--- src/rtl/fpu_sign_sched.sv ---
// Two-port round-robin scheduler feeding one bfloat16 sign-injection datapath,
// with a single registered result stage, tag return and an output-stall counter.

module fpu_sign_dp #(
  parameter int Std = 15,
  parameter int Exp = 7,
  parameter int Man = 6
) (
  input  logic           rst_l,
  input  logic [2:0]     op,
  input  logic [Std:0]   a,
  input  logic [Std:0]   b,
  output logic [Std:0]   y
);
  logic sgn;

  // NOTE: every variable written in always_comb gets a default first, so no
  // path through the block can leave it unassigned and infer a latch.
  always_comb begin
    sgn = 1'b0;
    y   = '0;
    unique case (op)
      3'b001:  sgn = b[Std];
      3'b010:  sgn = ~b[Std];
      3'b100:  sgn = a[Std] ^ b[Std];
      default: sgn = 1'b0;
    endcase
    // Exponent and mantissa pass through bitwise; NaN/inf/denormals need no special case.
    if (rst_l && (op != 3'b000)) begin
      y = {sgn, a[Exp+Man+1:Man+1], a[Man:0]};
    end
  end
endmodule

module fpu_sign_sched #(
  parameter int Std  = 15,
  parameter int Exp  = 7,
  parameter int Man  = 6,
  parameter int TagW = 4,
  parameter int CntW = 16
) (
  input  logic            clk,
  input  logic            rst,
  input  logic            req0_valid,
  output logic            req0_ready,
  input  logic [2:0]      req0_funct3,
  input  logic [Std:0]    req0_a,
  input  logic [Std:0]    req0_b,
  input  logic [TagW-1:0] req0_tag,
  input  logic            req1_valid,
  output logic            req1_ready,
  input  logic [2:0]      req1_funct3,
  input  logic [Std:0]    req1_a,
  input  logic [Std:0]    req1_b,
  input  logic [TagW-1:0] req1_tag,
  output logic            out_valid,
  input  logic            out_ready,
  output logic [Std:0]    out_data,
  output logic [TagW-1:0] out_tag,
  output logic            out_port,
  output logic            out_illegal,
  output logic [CntW-1:0] stall_cnt
);
  localparam logic [0:0] ST_EMPTY = 1'b0;
  localparam logic [0:0] ST_FULL  = 1'b1;

  logic [0:0]      state_q, state_d;
  logic            rr_ptr_q, rr_ptr_d;
  logic [Std:0]    data_q, data_d;
  logic [TagW-1:0] tag_q, tag_d;
  logic            port_q, port_d;
  logic            illegal_q, illegal_d;
  logic [CntW-1:0] stall_cnt_q, stall_cnt_d;

  logic            grant0, grant1, can_accept, accept, winner;
  logic [2:0]      sel_funct3, op;
  logic [Std:0]    sel_a, sel_b, dp_y;
  logic [TagW-1:0] sel_tag;

  // Reset is folded into can_accept so no handshake completes while rst is high.
  always_comb begin
    grant0     = req0_valid & (~req1_valid | ~rr_ptr_q);
    grant1     = req1_valid & (~req0_valid |  rr_ptr_q);
    can_accept = ~rst & ((state_q == ST_EMPTY) | out_ready);
    req0_ready = can_accept & grant0;
    req1_ready = can_accept & grant1;
    accept     = req0_ready | req1_ready;
    winner     = grant1;
  end

  always_comb begin
    sel_funct3 = winner ? req1_funct3 : req0_funct3;
    sel_a      = winner ? req1_a      : req0_a;
    sel_b      = winner ? req1_b      : req0_b;
    sel_tag    = winner ? req1_tag    : req0_tag;
    unique case (sel_funct3)
      3'b000:  op = 3'b001;
      3'b001:  op = 3'b010;
      3'b010:  op = 3'b100;
      default: op = 3'b000;
    endcase
  end

  fpu_sign_dp #(.Std(Std), .Exp(Exp), .Man(Man)) u_dp (
    .rst_l (~rst),
    .op    (op),
    .a     (sel_a),
    .b     (sel_b),
    .y     (dp_y)
  );

  always_comb begin
    state_d     = state_q;
    rr_ptr_d    = rr_ptr_q;
    data_d      = data_q;
    tag_d       = tag_q;
    port_d      = port_q;
    illegal_d   = illegal_q;
    stall_cnt_d = stall_cnt_q;
    if (accept) begin
      state_d   = ST_FULL;
      data_d    = dp_y;
      tag_d     = sel_tag;
      port_d    = winner;
      illegal_d = (op == 3'b000);
      rr_ptr_d  = ~winner;
    end else if ((state_q == ST_FULL) && out_ready) begin
      state_d = ST_EMPTY;
    end
    // Saturating: a long stall pins the counter instead of wrapping to a small value.
    if ((state_q == ST_FULL) && !out_ready && (stall_cnt_q != {CntW{1'b1}})) begin
      stall_cnt_d = stall_cnt_q + 1'b1;
    end
  end

  // NOTE: sequential state uses non-blocking assignments so every flop samples
  // the pre-edge values, independent of statement order.
  always_ff @(posedge clk or posedge rst) begin
    if (rst) begin
      state_q     <= ST_EMPTY;
      rr_ptr_q    <= 1'b0;
      data_q      <= '0;
      tag_q       <= '0;
      port_q      <= 1'b0;
      illegal_q   <= 1'b0;
      stall_cnt_q <= '0;
    end else begin
      state_q     <= state_d;
      rr_ptr_q    <= rr_ptr_d;
      data_q      <= data_d;
      tag_q       <= tag_d;
      port_q      <= port_d;
      illegal_q   <= illegal_d;
      stall_cnt_q <= stall_cnt_d;
    end
  end

  assign out_valid   = (state_q == ST_FULL);
  assign out_data    = data_q;
  assign out_tag     = tag_q;
  assign out_port    = port_q;
  assign out_illegal = illegal_q;
  assign stall_cnt   = stall_cnt_q;
endmodule
--- config.mk ---
export PLATFORM = sky130hd
export DESIGN_NAME = fpu_sign_sched
export DESIGN_NICKNAME = d
export VERILOG_FILES = /design/src/rtl/fpu_sign_sched.sv
export SDC_FILE = /design/constraint.sdc
export NUM_CORES = 1
export LEC_CHECK = 0
export BUFFER_PORTS_ARGS = -buffer_cell sky130_fd_sc_hd__buf_2
export CORE_ASPECT_RATIO = 2
export CORE_UTILIZATION = 25
export CTS_CLUSTER_DIAMETER = 40
export DETAILED_ROUTE_END_ITERATION = 8
export GPL_TIMING_DRIVEN = 0
export SLEW_MARGIN = 10
export SYNTH_ARGS = -nofsm -noshare
export SYNTH_HDL_FRONTEND = slang
export SYNTH_HIERARCHICAL = 1
export SYNTH_SLANG_ARGS = --single-unit
--- constraint.sdc ---
create_clock -name clk -period 2.7 [get_ports clk]
set_input_delay 0.135 -clock clk [delete_from_list [all_inputs] [get_ports clk]]
set_output_delay 0.135 -clock clk [all_outputs]
set_load 0.02 [all_outputs]
=== Word-level counts from Yosys, hierarchy flattened ===
Cells that the tools add are included.

* Output and inout port bits: 41
* Input bits: 83
* Register bits after elaboration: 40

* Bitwise gates (word level): 17
* Eq/ne operators: 6
* Add/subtract/negate cells: 1
* Reductions and logical operators: 9
* Multiplexer cells: 9

{| class="wikitable"
|+ Operator list
! operator !! count
|-
| 16-bit two-way mux || 3
|-
| 16-bit by 1-bit adder with 16-bit output, second input constant || 1
|-
| 16-bit inequality test, second input constant || 1
|-
| 3-bit one-hot mux with 3 select lines || 1
|-
| 1-bit inverter || 7
|-
| 3-bit by 1-bit == test with 1-bit output, second input constant || 2
|-
| 3-bit by 2-bit == test with 1-bit output, second input constant || 2
|-
| 3-bit zero test || 2
|-
| 1-bit AND || 5
|-
| 1-bit logical AND || 4
|-
| 4-bit two-way mux || 1
|-
| 1-bit OR || 4
|-
| 3-bit == test, second input constant || 1
|-
| 3-bit two-way mux || 1
|-
| 1-bit one-hot mux with 3 select lines || 1
|-
| 3-bit nonzero test || 1
|-
| 1-bit two-way mux || 2
|-
| 2-bit nonzero test || 1
|-
| 1-bit zero test || 1
|-
| 1-bit bitwise XOR || 1
|}

=== Longest topological paths before layout ===
Gate-level depths: netlist (run 1).

* Depth in word-level cells: 9
* Mapped depth: 10
* Gate-level depth less buffers: 7

=== Hierarchy ===
Netlist (run 1), hierarchy kept.

{| class="wikitable"
|+ Modules (own cells, without submodules)
! module !! sequential area each (µm²) !! area an instance (µm²) !! instances !! cells an instance
|-
| fpu_sign_sched || 1,001.0 || 2,263.4 || 1 || 189
|-
| fpu_sign_dp || 0.0 || 158.9 || 1 || 22
|}

=== Worst setup path before layout (run 1) ===
OpenSTA, ideal clock, no wires.

* Path type: register to register
* From: register rr_ptr_q
* To: register data_q[10], in the netlist out_data[10]
* Setup time: 0.128 ns
* Arrival: 2.099 ns
* Data required time: 2.572 ns
* Path buffers: 3
* Setup slack: 0.473 ns
* Stages on the path, launching flop included: 10
* Cell sequence: dfrtp_1 > o21ai_1 > buf_2 > buf_4 > mux2i_1 > nor2_1 > o31a_1 > buf_6 > and2_1 > mux2_1

* Longest elaborated chain between the ends: 8

{| class="wikitable"
|+ Ends and longest elaborated chain
! item !! line !! text
|-
| from (decl) || 68 || <nowiki>logic rr_ptr_q, rr_ptr_d;</nowiki>
|-
| from (signal assigned) || 149 || <nowiki>rr_ptr_q <= rr_ptr_d;</nowiki>
|-
| 1-bit OR * || 83 || <nowiki>grant1 = req1_valid & (~req0_valid | rr_ptr_q);</nowiki>
|-
| 1-bit AND * || 83 ||
|-
| 3-bit two-way mux * || 92 || <nowiki>sel_funct3 = winner ? req1_funct3 : req0_funct3;</nowiki>
|-
| 3-bit by 2-bit == test with 1-bit output (tied with other cells) || 96 || <nowiki>unique case (sel_funct3)</nowiki>
|-
| 3-bit one-hot mux with 3 select lines * || 96 ||
|-
| net op[1] || 76 || <nowiki>logic [2:0] sel_funct3, op;</nowiki>
|-
| 3-bit nonzero test * || 29 || <nowiki>if (rst_l && (op != 3'b000)) begin</nowiki>
|-
| 1-bit logical AND * || 29 ||
|-
| 16-bit two-way mux * || 29 ||
|-
| net dp_y[10] || 77 || <nowiki>logic [Std:0] sel_a, sel_b, dp_y;</nowiki>
|-
| to (signal assigned) || 150 || <nowiki>data_q <= data_d;</nowiki>
|-
| to (decl) || 69 || <nowiki>logic [Std:0] data_q, data_d;</nowiki>
|}

The timed path passes the listed nets; every way through them passes the cells marked *.
A chain may end at the register's enable or synchronous reset.

=== Final worst setup path (run 1) ===
* From: register rr_ptr_q
* To: register data_q[7], in the netlist out_data[7]

Same word-level chain as after synthesis.

==> parameters.txt, run 1 <==
Parameter                              Value

Run status
  Result of the run    complete, no violations

Final layout
  Number of inserted diodes    0
  Final instance area    3060 sq um
  Total of fill cells in the finished design    887
  Most used cells in the layout excluding fill and tap cells    buf_2, dfrtp_1, mux2_1, and2_1, nor2_1
  Leading cell type in the layout, fill and taps excluded    buf_2
  Final-stage net count    382
  Signed area change from the synthesized netlist to the final layout    35.6%
  Sequential Area    1000 sq um
  Total area of multi-input combinational cells    1180 sq um
  Fraction of final layout cells sized beyond drive strength 1    40.8%

STA
  Final critical-path share of the clock period    91.6%
  Actual transition at the worst max-transition pin    0.380 ns
  Setup skew after layout    0.00759 ns
  Setup-violating endpoint count in the final report    0
  Max-Slew Margin vs Limit    74.7%
  Unrepaired setup endpoints after global routing    no
  Crit path time final    2.47 ns
  Max Slew Vio Count    0
  Hold Slack    0.0827 ns
  Setup TNS after final layout    0 ns
  Count of final hold-check violations    0
  Max Clk Rate    405 MHz

Run
  Max-capacitance violation count    0

Placement
  Half-perimeter wire length after detailed placement    4530 um
  Global placement routability congestion    0.702
  Number of port buffers    93
  Placed instance area    2860 sq um

Floorplan
  Vertical die dimension    136 um
  Number of top-level pins    124
  Total Die Area    9420 sq um
  Core region area    8710 sq um
  Number of placement rows    48
  Initial Util    25.9%
  Die extent in x    69.1 um

Detailed routing
  Pre-antenna DRT Iters    4
  Aggregate routed wire length    5810 um
  Count of antenna-violating nets left after detailed routing    0
  Drt first-iter violations    99
  Via density    4.85
  Routed vias    1,934
  Post-route DRC    0
  Mean routed wirelength per cell    14.6 um

Logic synthesis
  Number of warnings issued by yosys    6
  Synthesized net count    280
  Post-synthesis cell count    196
  Mean Syn Cell Area    11.5 sq um
  Mapped cell area    2250 sq um

Worst setup path
  Slack of the worst reg-to-reg path    0.23 ns
  Data required time of the critical path    2.86 ns
  Worst Path Class, Setup    reg2reg
  Total buffers and inverters traversed by the critical path    3
  Worst setup SP type    register
  Critical Path AT    2.63 ns
  Type of destination of the critical path    register
  Biggest fanout along the worst timing path    10
  Critical path's top delay family    buffers and inverters
  Critical path cell sequence    o21ai_1 > buf_2 > buf_4 > mux2i_1 > nor2_1 > o31a_1 > buf_6 > and2_1 > mux2_1
  Delay of the slowest critical-path stage    0.42 ns
  Cell with the largest stage delay on the worst path    dfrtp_1

Global routing
  Total congestion overflow    0
  Pin count of the biggest net entering global routing    31
  Wire length of the first global-routing pass    9560 um
  GRT Total Usage    13.2%
  Vias in the first global route    1,981
  Initial antenna violation count    0

CTS
  Worst-Skew Late Latency    0.29 ns
  Deepest level of the CTS H-tree    2
  CTS Buf Count    5
  Root Buffer    clkbuf_16
  Register clock-pin slew on the reported worst setup and hold paths    0.06 ns
  Number of buffers on the longest clock path    2
  Num Clock Sinks    40
  TritonCTS clock tree    done

Power and ir drop
  Leakage power of the design    1.62 nW
  Pwr dens    671 nW/um^2
  Max VDD drop    0.394 mV

Worst hold path
  Hold/Removal Path Class    in2reg
-- final timing paths --
check / from / to / cells after the start
worst max-delay path: rr_ptr_q$_DFFE_PP0P_ / out_data[7]$_DFFE_PP0P_ / 9
worst min-delay path: req1_tag[0] / out_tag[0]$_DFFE_PP0P_ / 2
worst max register to register: rr_ptr_q$_DFFE_PP0P_ / out_data[7]$_DFFE_PP0P_ / 9
worst min register to register: out_data[0]$_DFFE_PP0P_ / out_data[0]$_DFFE_PP0P_ / 1
max in group asynchronous: rst / out_data[12]$_DFFE_PP0P_ / 4
min in group asynchronous: rst / stall_cnt[5]$_DFFE_PP0P_ / 3
-- worst reg2reg max path: stages, from the launching register on --
cell and delay [ns]:
dfrtp_1 0.42, o21ai_1 0.18, buf_2 0.29, buf_4 0.19
mux2i_1 0.18, nor2_1 0.10, o31a_1 0.39, buf_6 0.17
and2_1 0.15, mux2_1 0.29
-- where the power goes --
group	switching, W	internal [W]
registers	0.0000913	0.000693
logic	0.000306	0.000230
clock network	0.000243	0.000487
-- what timing repair did --
action,in CTS,in global routing
resized for setup,0,0
buffers inserted,0,0
hold endpoints to repair,12,0
endpoints found under the setup margin,0,0
hold buffers,1,0
-- flip-flops by register name, indices dropped and copies added (netlist names) --
name and count:
out_tag 4, out_illegal 1, out_data 16, rr_ptr_q 1, out_valid 1, out_port 1, stall_cnt 16
-- layout make-up --
| type | count | area share [%] |
|---|---|---|
| Timing Repair Buffer | 95 | 16.2 |
| Tap cell | 100 | 4.09 |
| Inverter | 5 | 0.614 |
| Sequential cell | 40 | 32.7 |
| Buffer | 8 | 1.60 |
| Clock buffer | 7 | 4.99 |
| Clock inverter | 1 | 0.982 |
| Multi-Input combinational cell | 143 | 38.8 |
-- through the flow --
stage	setup WS, ns	power [W]	std cells	util, %
global placement	0.156	0.00132	389	32.7
finish	0.228	0.00205	399	35.1
detailed placement	0.195	0.00134	390	32.9
CTS	0.183	0.00208	399	35.1
global route	0.107	0.00217	399	35.1
floorplan	0.551	0.00113	196	-
-- layer usage --
metal  track usage, %  up-vias  routed length (um)
met5                0        -                   0
met4             6.92        0                 150
met2             26.1       67                3370
li1                 -      919                   -
met1             12.3      941                2030
met3             2.74        7                 253
No activity file was read; power rests on OpenSTA's default activity.
==> run 2: changes to the inputs <==
--- a/config.mk
+++ b/config.mk
@@ -11,6 +11,7 @@
 export CTS_CLUSTER_DIAMETER = 40
 export DETAILED_ROUTE_END_ITERATION = 8
 export GPL_TIMING_DRIVEN = 0
+export MAX_ROUTING_LAYER = met4
 export SLEW_MARGIN = 10
 export SYNTH_ARGS = -nofsm -noshare
 export SYNTH_HDL_FRONTEND = slang
==> parameters.txt, run 2 (synthesis results as in run 1) <==
Parameter                              Value

Worst setup path
  Type of destination of the critical path    register
  Worst Path Class, Setup    reg2reg
  Data required time of the critical path    2.86 ns (about the same)
  Worst setup SP type    register
  Critical Path AT    2.63 ns (about the same)
  Startpoint of the worst-slack reg-to-reg timing path    rr_ptr_q$_DFFE_PP0P_
  Critical path launch point    rr_ptr_q$_DFFE_PP0P_
  Biggest fanout along the worst timing path    10 (unchanged)

Floorplan
  Number of placement rows    48 (unchanged)
  Core region area    8710 sq um (unchanged)
  Initial Util    25.9% (unchanged)
  Total Die Area    9420 sq um (unchanged)
  Number of top-level pins    124 (unchanged)
  Die extent in x    69.1 um (unchanged)
  Vertical die dimension    136 um (unchanged)

STA
  Max-Slew Margin vs Limit    74.7% (unchanged)
  Actual transition at the worst max-transition pin    0.380 ns (unchanged)
  Max Slew Vio Count    0 (unchanged)
  Max Clk Rate    404 MHz (about the same)
  PnR worst setup slack    0.227 ns (-0.000527 ns)
  Unrepaired setup endpoints after global routing    no
  Setup skew after layout    0.00742 ns (-0.000174 ns)
  Count of final hold-check violations    0 (unchanged)
  Setup TNS after final layout    0 ns (unchanged)
  Final critical-path share of the clock period    91.6% (about the same)
  Setup-violating endpoint count in the final report    0 (unchanged)
  Crit path time final    2.47 ns (+0.000527 ns)

Global routing
  Wire length of the first global-routing pass    9570 um (about the same)
  Pin count of the biggest net entering global routing    31 (unchanged)
  Total congestion overflow    0 (unchanged)
  Initial antenna violation count    0 (unchanged)
  Vias in the first global route    1,976 (-0.25%)
  GRT Total Usage    13.6% (+0.38 points)

CTS
  TritonCTS clock tree    done
  Num Clock Sinks    40 (unchanged)
  Register clock-pin slew on the reported worst setup and hold paths    0.06 ns (about the same)
  Number of buffers on the longest clock path    2 (unchanged)
  Worst-Skew Late Latency    0.28 ns (about the same)
  Deepest level of the CTS H-tree    2 (unchanged)
  CTS Buf Count    5 (unchanged)
  Root Buffer    clkbuf_16

Power and ir drop
  Post-layout power    0.00205 W (about the same)
  Max VDD drop    0.394 mV (about the same)
  Leakage power of the design    1.62 nW (unchanged)
  Pwr dens    671 nW/um^2 (about the same)

Detailed routing
  Routed vias    1,930 (-0.21%)
  Count of antenna-violating nets left after detailed routing    0 (unchanged)
  Mean routed wirelength per cell    14.5 um (-0.24%)
  Pre-antenna DRT Iters    4 (unchanged)
  Post-route DRC    0 (unchanged)
  Via density    4.84 (-0.21%)
  Drt first-iter violations    96 (-3.0%)
  Aggregate routed wire length    5790 um (-0.24%)

Final layout
  Number of inserted diodes    0 (unchanged)
  Final-stage net count    382 (unchanged)
  Leading cell type in the layout, fill and taps excluded    buf_2
  Final instance area    3060 sq um (unchanged)
  Most used cells in the layout excluding fill and tap cells    buf_2, dfrtp_1, mux2_1, and2_1, nor2_1
  Signed area change from the synthesized netlist to the final layout    35.6% (unchanged)
  Fraction of final layout cells sized beyond drive strength 1    40.8% (unchanged)

Placement
  Worst setup slack after placement    0.195 ns (unchanged)
  Half-perimeter wire length after detailed placement    4530 um (unchanged)
  Global placement routability congestion    0.710 (+1.1%)
  Placed instance area    2860 sq um (unchanged)
  Number of port buffers    93 (unchanged)

Run
  Max-capacitance violation count    0 (unchanged)

Worst hold path
  Hold/Removal Path Class    in2reg
  Hold wc startpoint    req1_tag[0]

Run status
  Result of the run    complete, no violations
run 2: cell counts in the layout (fill, tap and decap cells not counted):
No cell type changed its count.
run 2: area by class of cell:
type / count / area [sq um]
plain buffers: 8 / 48.8
clock buffers: 7 / 153
clock inverters: 1 / 30.0
fillers: 887 / 5650
inverters: 5 / 18.8
multi-input cells: 143 / 1180
flip-flops and latches: 40 / 1000
well taps: 100 / 125
repair buffers: 95 / 495
run 2: path summary, 6_finish.rpt:
kind | endpoint | slack [ns] | depth (start not counted)
max in group asynchronous | out_data[12]$_DFFE_PP0P_ | 1.83 | 4
min in group asynchronous | stall_cnt[5]$_DFFE_PP0P_ | 0.41 | 3
setup reg to reg | out_data[7]$_DFFE_PP0P_ | 0.23 | 9
hold / removal | out_tag[0]$_DFFE_PP0P_ | 0.08 | 2
hold reg to reg | out_data[0]$_DFFE_PP0P_ | 0.48 | 1
setup / recovery | out_data[7]$_DFFE_PP0P_ | 0.23 | 9
run 2: stage by stage:
| step | instances | utilization, % | hold WS [ns] |
|---|---|---|---|
| final | 399 | 35.1 | 0.0829 |
| after floorplan | 196 | - | 0.281 |
| after detailed placement | 390 | 32.9 | 0.168 |
| after global routing | 399 | 35.1 | 0.0802 |
| after CTS | 399 | 35.1 | 0.0783 |
| after global placement | 389 | 32.7 | 0.366 |
run 2: what timing repair did:
| item | in CTS | in global routing |
|---|---|---|
| hold endpoints to repair | 12 | 0 |
| gates resized for setup | 0 | 0 |
| buffers inserted | 0 | 0 |
| hold buffers | 1 | 0 |
run 2: worst max-delay path, cell delays in order, from the launching register on:
cell	delay (ns)
dfrtp_1	0.42
o21ai_1	0.18
buf_2	0.29
buf_4	0.18
mux2i_1	0.18
nor2_1	0.10
o31a_1	0.39
buf_6	0.17
and2_1	0.15
mux2_1	0.29
run 2: power by group:
group	switching, W	internal (W)
Combinational	0.000306	0.000230
Sequential	0.0000916	0.000693
Clock	0.000243	0.000487
Total	0.000640	0.00141
run 2: metal layers:
metal	vias to the layer above	track usage (%)	wire [um]	part of all wire [%]
li1	919	-	-	-
met1	936	12.3	2030	35
met2	68	26.1	3350	58
met3	7	2.67	259	4.5
met4	0	6.92	150	2.6
met5	-	-	0	0
